$ cat src/rtl/adder_wide_sched.sv
// Two-requester round-robin sequencer that drives an external 16-bit adder one slice per cycle.
// Optional subtract mode is enabled by defining ADDER_SCHED_SUB_EN.
`timescale 1ns/1ps

module adder_wide_sched #(
    parameter int unsigned WORDS = 4
) (
    input  logic                  clk,
    input  logic                  rst_n,
    input  logic                  req0_valid,
    output logic                  req0_ready,
    input  logic [16*WORDS-1:0]   req0_a,
    input  logic [16*WORDS-1:0]   req0_b,
    input  logic                  req0_cin,
    input  logic                  req1_valid,
    output logic                  req1_ready,
    input  logic [16*WORDS-1:0]   req1_a,
    input  logic [16*WORDS-1:0]   req1_b,
    input  logic                  req1_cin,
`ifdef ADDER_SCHED_SUB_EN
    input  logic                  req0_sub,
    input  logic                  req1_sub,
`endif
    output logic                  resp_valid,
    input  logic                  resp_ready,
    output logic [16*WORDS-1:0]   resp_sum,
    output logic                  resp_cout,
    output logic                  resp_id,
    output logic [15:0]           add_a,
    output logic [15:0]           add_b,
    output logic                  add_cin,
    input  logic [15:0]           add_sum,
    input  logic                  add_cout
);

    localparam int unsigned W  = 16 * WORDS;
    localparam int unsigned KW = (WORDS > 1) ? $clog2(WORDS) : 1;

    typedef enum logic [1:0] {
        S_IDLE,
        S_RUN,
        S_DONE
    } state_e;

    state_e          state_q;
    logic [KW-1:0]   k_q;
    logic [W-1:0]    a_q;
    logic [W-1:0]    b_q;
    logic [W-1:0]    sum_q;
    logic            cin_q;
    logic            carry_q;
    logic            id_q;
    logic            last_grant_q;
    logic            sub_q;

    logic            grant_c;
    logic            accept_c;
    logic            run_c;
    logic            sub_in_c;
    logic [15:0]     a_slice_c;
    logic [15:0]     b_slice_c;

    // Round-robin: on contention the requester that did not win last time is granted
    always_comb begin
        grant_c = 1'b0;
        if (req0_valid && req1_valid) begin
            grant_c = ~last_grant_q;
        end else if (req1_valid) begin
            grant_c = 1'b1;
        end
    end

    assign req0_ready = (state_q == S_IDLE) && !grant_c;
    assign req1_ready = (state_q == S_IDLE) &&  grant_c;
    assign accept_c   = (req0_valid && req0_ready) || (req1_valid && req1_ready);

`ifdef ADDER_SCHED_SUB_EN
    assign sub_in_c = grant_c ? req1_sub : req0_sub;
`else
    assign sub_in_c = 1'b0;
`endif

    always_comb begin
        a_slice_c = '0;
        b_slice_c = '0;
        for (int i = 0; i < int'(WORDS); i++) begin
            if (k_q == KW'(i)) begin
                a_slice_c = a_q[16*i +: 16];
                b_slice_c = b_q[16*i +: 16];
            end
        end
    end

    // Adder-core drive is derived from registered state only, and is zero outside RUN
    assign run_c   = (state_q == S_RUN);
    assign add_a   = run_c ? a_slice_c : 16'h0000;
    assign add_b   = run_c ? (sub_q ? ~b_slice_c : b_slice_c) : 16'h0000;
    assign add_cin = run_c && ((k_q == '0) ? cin_q : carry_q);

    assign resp_valid = (state_q == S_DONE);
    assign resp_sum   = sum_q;
    assign resp_cout  = carry_q;
    assign resp_id    = id_q;

    always_ff @(posedge clk or negedge rst_n) begin
        if (!rst_n) begin
            state_q      <= S_IDLE;
            k_q          <= '0;
            a_q          <= '0;
            b_q          <= '0;
            sum_q        <= '0;
            cin_q        <= 1'b0;
            carry_q      <= 1'b0;
            id_q         <= 1'b0;
            last_grant_q <= 1'b1;
            sub_q        <= 1'b0;
        end else begin
            case (state_q)
                S_IDLE: begin
                    if (accept_c) begin
                        a_q          <= grant_c ? req1_a : req0_a;
                        b_q          <= grant_c ? req1_b : req0_b;
                        // Subtraction is a + ~b + 1, so the slice-0 carry is forced high
                        cin_q        <= sub_in_c | (grant_c ? req1_cin : req0_cin);
                        sub_q        <= sub_in_c;
                        id_q         <= grant_c;
                        last_grant_q <= grant_c;
                        k_q          <= '0;
                        state_q      <= S_RUN;
                    end
                end
                S_RUN: begin
                    for (int i = 0; i < int'(WORDS); i++) begin
                        if (k_q == KW'(i)) begin
                            sum_q[16*i +: 16] <= add_sum;
                        end
                    end
                    carry_q <= add_cout;
                    if (k_q == KW'(WORDS - 1)) begin
                        k_q     <= '0;
                        state_q <= S_DONE;
                    end else begin
                        k_q <= k_q + KW'(1);
                    end
                end
                S_DONE: begin
                    if (resp_ready) begin
                        state_q <= S_IDLE;
                    end
                end
                default: begin
                    state_q <= S_IDLE;
                end
            endcase
        end
    end

endmodule
$ cat config.mk
export PLATFORM = sky130hd
export DESIGN_NAME = adder_wide_sched
export DESIGN_NICKNAME = d
export VERILOG_FILES = /design/src/rtl/adder_wide_sched.sv
export SDC_FILE = /design/constraint.sdc
export NUM_CORES = 1
export LEC_CHECK = 0
export CORE_MARGIN = 2
export CORE_UTILIZATION = 40
export CTS_BUF_LIST = sky130_fd_sc_hd__clkbuf_4
export CTS_CLUSTER_SIZE = 20
export DETAILED_ROUTE_END_ITERATION = 10
export PLACE_DENSITY = 0.82
export SYNTH_ARGS = -nofsm -noshare
export SYNTH_HDL_FRONTEND = slang
export SYNTH_SLANG_ARGS = --single-unit
$ cat constraint.sdc
create_clock -name clk -period 2.17 [get_ports clk]
set_input_delay 0.434 -clock clk [delete_from_list [all_inputs] [get_ports clk]]
set_output_delay 0.434 -clock clk [all_outputs]
set_load 0.005 [all_outputs]
==> results.toml, run 1 <==
[power_and_ir_drop]
total_power_mw = 21.6
vdd_drop_max_v = 0.000889
power.density_mw_per_mm2 = 1340
p_leak_nw = 7.00

[timing]
final_max_slew_viol_count = 0
worst_slew_pin_slew_ns = 0.479
finalSetupViolCount = 33
max_freq_mhz = 348
hold_viol_final = 0
skew_ns = 0.0408
relSlewSlack_pct = 68.1
min_period_over_period_pct = 132
rsz0062_at_grt = "yes"
worst_slack_ns = -0.702
period_minus_slack_ns = 2.87

[synth]
seq_area_frac_synth_pct = 47.0
yosys_register_bits = 200
syn_area_mm2 = 0.0106
syn_nets = 996
syn_area_per_cell_um2 = 14.9
synth_cell_type_count = 27
ys_warn_count = 0
synth_cells = 712

[cts]
clkTransAtPathRegs_ns = 0.20
cts_tree = "built"
root_buffer = "clkbuf_4"
cts_buffers = 17
clock_sinks = 200
clock_latency_ns = 0.59
clockBufferDepth = 2
cts.htree.levels = 4

[final_layout]
area_growth_pct = 51.0
fin_area_mm2 = 0.0161
layout_commonest_cell = "clkdlybuf4s50_1"
nNetsFinal = 1438
final_layout_size_suffix_gt1_share_pct = 43.0
mostFrequentLayoutCells = "344 x clkdlybuf4s50_1, 199 x dfrtp_1, 162 x mux2_2, 160 x mux2_4, 53 x buf_4"

[route]
viasPerCell = 5.19
vias = 7798
drtPass1Iterations = 7
first_iter_violations = 339
post-route-drc-count = 0
wl_per_cell_um = 21.7
ant_nets = 0
wl_mm = 32.6

[setup_path]
critPathKind = "flop to primary output"
reg2reg_slack_ns = 0.13
crit_fanout = 8
endpoint_kind = "primary output"
critPathLaunchType = "flop"
worstPathArrival_ns = 2.44
worst_ep_required_time_ns = 1.74

[global_routing]
grt_max_degree = 55
grt_antenna_before_repair = 1
grt-ovfl-total = 0
grt_use_total_pct = 23.1
grt_pass1_vias = 8458
grt_pass1_wl_mm = 49.2

[floorplan]
fp.dieArea_mm2 = 0.0279
core-area_mm2 = 0.0261
rows = 59
die_height_um = 167
start_util_pct = 40.8
io_pins = 382
fp.dieW_um = 167

[run]
drv_cap = 0

[run_status]
violations = "setup timing"
outcome = "complete, but fails checks"

[placement]
pre_cts_ws_ns = -0.754
port_buffers = 381
placed_cell_area_mm2 = 0.0152
hpwl_mm = 22.6
place_congestion = 0.814

[min_path]
hp-class = "primary input to async pin"
[where the power goes]
part | switching [mW] | internal (mW) | total, mW
sequential | 1.16 | 5.66 | 6.82
combinational | 4.68 | 7.88 | 12.6
clock | 1.58 | 0.604 | 2.19
[synthesized netlist by cell type (all sizes together)]
cell type | n | area, um^2
ha | 4 | 50.1
mux2 | 322 | 4230
clkbuf | 18 | 67.6
buf | 37 | 270
a22o | 1 | 8.76
o31ai | 1 | 7.51
nand2b | 34 | 213
nor2b | 2 | 12.5
nor3 | 1 | 5.00
mux2i | 1 | 10.0
a32o | 32 | 320
nand2 | 9 | 33.8
a21oi | 2 | 10.0
dfrtp | 199 | 4980
a21bo | 1 | 10.0
a221o | 31 | 310
o21ai | 4 | 20.0
a31oi | 1 | 6.26
a21o | 1 | 7.51
o21a | 1 | 7.51
nor2 | 4 | 15.0
and2 | 2 | 12.5
inv | 3 | 11.3
dfstp | 1 | 26.3
[metal layers]
metal | wire (um) | track usage (%)
met3 | 2480 | 6.00
met2 | 16400 | 41.0
met5 | 0 | 0
met1 | 13000 | 27.6
met4 | 743 | 6.60
[through the flow]
stage	cells	hold slack [ns]	utilization, %	TNS [ns]
global route	1503	0.338	61.7	-24.16
global placement	1433	0.439	58.4	-37.41
CTS	1504	0.339	61.9	-21.88
detailed placement	1433	0.448	58.4	-38.84
finish	1503	0.391	61.7	-20.30
floorplan	712	0.138	-	0
[state kept, by name, summed over array words and instances, names as in the netlist]
name          flops
k_q               2
a_q              64
b_q              64
last_grant_q      1
resp_cout         1
state_q           2
cin_q             1
resp_id           1
resp_sum         64
[cell type report]
cell class	instances	area [um^2]
fillers	2024	9990
multi-input cells	455	5400
flip-flops and latches	200	5010
repair buffers	477	4880
well taps	335	419
clock inverters	15	213
clock buffers	17	128
inverters	3	13.8
diodes	1	2.50
[what timing repair did]
action                                  CTS  global route
pin swaps                                32            10
hold endpoints to repair                 43             0
hold buffers                              1             0
endpoints found under the setup margin   36            35
cloned                                    8             0
setup buffers                            31             0
gates resized for setup                 174             4
[worst paths after layout]
kind	startpoint	end	depth (start not counted)
worst max-delay path	k_q[0]	add_b[6]	8
worst min-delay path	rst_n	a_q[61]	2
worst max register to register	k_q[0]	resp_sum[34]	9
worst min register to register	b_q[47]	b_q[47]	1
max in group asynchronous	rst_n	a_q[55]	3
min in group clk	add_cout	resp_cout	3
[worst max-delay path: stages (launching register included)]
cell and delay, ns:
dfrtp_1 0.45, buf_6 0.13, ha_4 0.17, buf_12 0.13, buf_16 0.15, buf_12 0.15
a221o_1 0.33, a32o_1 0.24, buf_2 0.13
[logic make-up after synthesis]
| group | after synthesis | synth area share [%] |
|---|---|---|
| fa+ha+maj | 4 | 0.470 |
| compound gates | 75 | 6.66 |
| buf+inv | 58 | 3.28 |
| mux | 323 | 39.8 |
| simple gates | 52 | 2.74 |
| flops | 200 | 47.0 |
Power figures use the tool's default switching activity.
==> inputs of run 2 (changes only) <==
--- a/config.mk
+++ b/config.mk
@@ -6,4 +6,6 @@
 export NUM_CORES = 1
 export LEC_CHECK = 0
+export CAP_MARGIN = 10
+export CORE_ASPECT_RATIO = 1.1
 export CORE_MARGIN = 2
 export CORE_UTILIZATION = 40
==> constraint.sdc (replaced) <==
create_clock -name clk -period 2.17 [get_ports clk]
set_input_delay 0.434 -clock clk [delete_from_list [all_inputs] [get_ports clk]]
set_output_delay 0.434 -clock clk [all_outputs]
set_load 0.02 [all_outputs]
==> run 2 against run 1 <==
  * Via count is 2.4% lower
  * Critical path depth is 2 lower
  * Critical endpoint is now add_a[1]
  * The run still ends with setup timing left
  * Clock-buffer cell count stayed put
  * Register-to-register slack better by 0.02 ns
  * Combinational power is 7% higher
  * Non-clock buffer count is 30 lower
  * Clock power is 2% higher
==> results.toml, run 2 (same netlist as run 1, synthesis figures left out) <==
[placement]
place_congestion = 0.799
pre_cts_ws_ns = -0.828
hpwl_mm = 22.4
port_buffers = 381
placed_cell_area_mm2 = 0.0152
place_inst = 1443

[timing]
worst_slew_pin_slew_ns = 0.536
max_freq_mhz = 372
skew_ns = 0.0385
whs_ns = 0.388
rsz0062_at_grt = "yes"
relSlewSlack_pct = 64.2
period_minus_slack_ns = 2.69
hold_viol_final = 0
min_period_over_period_pct = 124
finalSetupViolCount = 33
final_max_slew_viol_count = 0
worst_slack_ns = -0.519

[setup_path]
worstPathCellList = "buf_6 -> ha_4 -> buf_12 -> a221o_1 -> a32o_2 -> buf_6"
worst_ep_required_time_ns = 1.74
critPathLaunchType = "flop"
cpMaxStageDelayCell = "dfrtp_1"
critical_path_buf_inv_count = 3
worstPathArrival_ns = 2.25
path_delay_family = "compound AO/OA/AOI/OAI gates"
reg2reg_slack_ns = 0.15
slowest_delay_ns = 0.44
endpoint_kind = "primary output"
crit_fanout = 34
critPathKind = "flop to primary output"
path_common_cell = "buf_6"

[cts]
clockBufferDepth = 2
clkTransAtPathRegs_ns = 0.21
cts_tree = "built"
clock_sinks = 200
cts.htree.levels = 4
clock_latency_ns = 0.58
cts_buffers = 17
root_buffer = "clkbuf_4"

[final_layout]
layout_commonest_cell = "clkdlybuf4s50_1"
fin_area_mm2 = 0.0158
mostFrequentLayoutCells = "338 x clkdlybuf4s50_1, 199 x dfrtp_1, 162 x mux2_2, 160 x mux2_4, 44 x buf_4"
final_layout_size_suffix_gt1_share_pct = 42.3
instances_no_fill = 1490
nNetsFinal = 1408
area_growth_pct = 48.5

[power_and_ir_drop]
p_leak_nw = 6.91
vdd_drop_max_v = 0.000849
power.density_mw_per_mm2 = 1430

[floorplan]
start_util_pct = 40.7
core-area_mm2 = 0.0261
fp.dieW_um = 160
die_height_um = 175
io_pins = 382
fp.dieArea_mm2 = 0.0279
rows = 62

[global_routing]
grt_max_degree = 61
grt-ovfl-total = 0
grt_pass1_wl_mm = 47.4
grt_pass1_vias = 8364
grt_use_total_pct = 21.7
grt_antenna_before_repair = 1

[route]
drtPass1Iterations = 4
first_iter_violations = 287
post-route-drc-count = 0
wl_mm = 31.0
viasPerCell = 5.11
vias = 7611
ant_nets = 0
wl_per_cell_um = 20.8

[run]
drv_cap = 0

[run_status]
violations = "setup timing"
outcome = "complete, but fails checks"

[min_path]
hp-class = "primary input to async pin"
-- run 2: metal layers --
metal / vias to the layer above / routed length [um] / part of all wire, % / track usage (%)
met3: 25 / 1960 / 6.3 / 5.34
met4: 0 / 507 / 1.6 / 6.33
met2: 265 / 16000 / 52 / 38.9
li1: 3480 / - / - / -
met5: - / 0 / 0 / 0
met1: 3841 / 12600 / 41 / 25.8
-- run 2: final timing paths --
kind / startpoint / end / depth (start not counted)
hold reg to reg: resp_id / resp_id / 1
setup / recovery: k_q[0] / add_a[1] / 6
setup reg to reg: last_grant_q / a_q[13] / 5
hold / removal: rst_n / a_q[59] / 2
min in group clk: add_cout / resp_cout / 3
max in group asynchronous: rst_n / state_q[0] / 3
-- run 2: layout make-up --
class                      count  area, um^2
tap                          352         440
clock buffer                  17         128
fill                        2087       10300
inverter                       3        11.3
antenna                        1        2.50
multi-input combinational    455        5390
sequential                   200        5010
timing repair buffer         447        4600
clock inverter                15         218
-- run 2: timing repair --
action | CTS | global route
hold endpoints to repair | 51 | 0
gates cloned | 1 | 2
hold buffers | 1 | 0
setup buffers | 6 | 4
setup endpoints to repair | 36 | 42
pin swaps | 2 | 27
resized for setup | 162 | 75
-- run 2: per-stage QoR --
step           setup TNS [ns]  utilization (%)  power, mW
2_1_floorplan               0                -       14.4
3_3_place_gp           -38.23             58.0       19.4
3_5_place_dp           -42.80             58.0       19.7
4_1_cts                -17.91             59.4       21.9
5_1_grt                -20.26             60.4       23.7
6_report               -16.06             60.4       22.5
-- run 2: power by group --
group	internal, mW	switching [mW]	total, mW
clock	0.618	1.61	2.23
combinational	7.73	5.80	13.5
sequential	5.66	1.12	6.78
-- run 2: worst reg2reg max path: cells and delay by family, from the launching register on --
kind / cells / cell delay [ns]
flops: 1 / 0.58
mux: 2 / 0.67
buf+inv: 2 / 0.52
compound gates: 1 / 0.15
==> inputs of run 3 (changes only) <==
- CORE_MARGIN: 2 -> default
==> run 3 against run 2 <==
  * The flow still finishes with violations (setup timing)
  * Critical path type unchanged
  * Clock-buffer cell count stayed put
  * Clock skew is 0.015 ns higher
  * Critical endpoint is now add_a[10]
  * Setup slack worse by 0.043 ns
  * Largest cell class unchanged
  * Flip-flop and latch count stayed put
  * Hold slack worse by 0.034 ns
  * Clock power hardly changed
==> results.toml, run 3 (same netlist as run 1, synthesis figures left out) <==
[run_status]
outcome = "complete, but fails checks"
violations = "setup timing"

[power_and_ir_drop]
vdd_drop_max_v = 0.000801
clock_power_share_pct = 9.9
intPower_mw = 14.1
p_seq_share_pct = 30.1
power.density_mw_per_mm2 = 1420
p_leak_nw = 6.97
switchingPower_mw = 8.53
total_power_mw = 22.6
p_comb_share_pct = 60.0
swShare_pct = 37.7

[placement]
port_buffers = 381
pre_cts_ws_ns = -0.845
place_congestion = 0.807
place_inst = 1445
hpwl_mm = 22.0

[global_routing]
grt-ovfl-total = 0
grt_pass1_vias = 8414
grt_max_degree = 52
grt_antenna_before_repair = 1
grt_pass1_wl_mm = 46.5
grt_use_total_pct = 22.4

[timing]
skew_ns = 0.0535
relSlewSlack_pct = 69.2
worst_slew_pin_slew_ns = 0.461
rsz0062_at_grt = "yes"
max_freq_mhz = 366
finalSetupViolCount = 33
period_minus_slack_ns = 2.73
min_period_over_period_pct = 126
hold_viol_final = 0
final_max_slew_viol_count = 0
worst_slack_ns = -0.562
whs_ns = 0.354
tns_ns = -16.04

[route]
drtPass1Iterations = 4
vias = 7683
viasPerCell = 5.13
wl_mm = 30.3
wl_per_cell_um = 20.2
ant_nets = 0
first_iter_violations = 346
post-route-drc-count = 0

[final_layout]
area_growth_pct = 49.7
final_layout_size_suffix_gt1_share_pct = 42.7
nNetsFinal = 1415
mostFrequentLayoutCells = "340 x clkdlybuf4s50_1, 199 x dfrtp_1, 162 x mux2_2, 160 x mux2_4, 38 x buf_4"
layout_commonest_cell = "clkdlybuf4s50_1"
instances_no_fill = 1497

[cts]
clock_latency_ns = 0.59
clock_sinks = 200
cts_tree = "built"
cts_buffers = 17
root_buffer = "clkbuf_4"
clockBufferDepth = 2
cts.htree.levels = 4
clkTransAtPathRegs_ns = 0.21

[setup_path]
worst_ep_required_time_ns = 1.74
critPathKind = "flop to primary output"
critPathLaunchType = "flop"
endpoint_kind = "primary output"
worstPathArrival_ns = 2.30
crit_fanout = 8

[floorplan]
start_util_pct = 40.7
fp.dieArea_mm2 = 0.0273
fp.dieW_um = 158
die_height_um = 173
rows = 62
core-area_mm2 = 0.0261
io_pins = 382

[run]
drv_cap = 0

[min_path]
hp-class = "primary input to async pin"
[run 3: cell types whose count changed in the layout (fill, tap and decap cells not counted), moves of 2 or more]
cell | before | now
buf_12 | 18 | 22
nor2_2 | 2 | 0
inv_8 | 3 | 1
nand2b_4 | 0 | 3
nand2b_1 | 34 | 31
buf_2 | 4 | 11
nor2_1 | 1 | 3
clkdlybuf4s50_1 | 338 | 340
buf_4 | 44 | 38
inv_6 | 1 | 4
buf_6 | 33 | 31
dlymetal6s2s_1 | 6 | 4
[run 3: repair_timing]
action,in CTS,in global routing
endpoints found under the hold margin,41,0
gates cloned,2,3
buffers inserted,10,4
pin swaps,1,6
setup endpoints to repair,36,39
hold buffers,1,0
resized for setup,170,64
[run 3: critical path, cell delays in order, from the launching register on]
cell and delay, ns:
dfrtp_1 0.44, inv_2 0.09, buf_6 0.11, ha_4 0.29, clkbuf_16 0.21, nand2b_1 0.15
a32o_1 0.31, buf_2 0.16
[run 3: power by group through the flow]
stage	Sequential, mW	Clock [mW]	Combinational, mW
global placement	6.83	0	12.6
floorplan	7.29	0	7.10
CTS	6.82	2.30	13.0
detailed placement	6.90	0	12.8
finish	6.82	2.23	13.6
global route	7.06	2.44	14.3
[run 3: metrics by stage]
step	utilization, %	area [um^2]
4_1_cts	59.9	15700
3_5_place_dp	58.3	15200
2_1_floorplan	-	10600
3_3_place_gp	58.3	15200
5_1_grt	60.9	15900
6_report	60.9	15900
[run 3: area by class of cell]
cell class | count | area (um^2)
Fill cell | 2055 | 10200
Antenna cell | 1 | 2.50
Multi-Input combinational cell | 455 | 5410
Clock buffer | 17 | 128
Timing Repair Buffer | 454 | 4720
Inverter | 3 | 11.3
Clock inverter | 15 | 213
Tap cell | 352 | 440
Sequential cell | 200 | 5010
[run 3: worst paths after layout]
path                               from         to  slack [ns]  cells past startpoint
max                              k_q[0]  add_a[10]       -0.56                      7
max reg2reg                last_grant_q    b_q[32]        0.15                      6
min reg2reg                     resp_id    resp_id        0.50                      1
min in group clk               add_cout  resp_cout        0.40                      3
max in group asynchronous         rst_n    a_q[17]        1.16                      3
min                               rst_n    a_q[61]        0.35                      2
[run 3: routing by layer]
metal	vias up	GRT usage (%)	wire [um]
met3	50	5.06	2020
met2	324	39.9	15300
met4	0	7.36	946
li1	3498	-	-
met5	-	0	0
met1	3811	26.2	12000
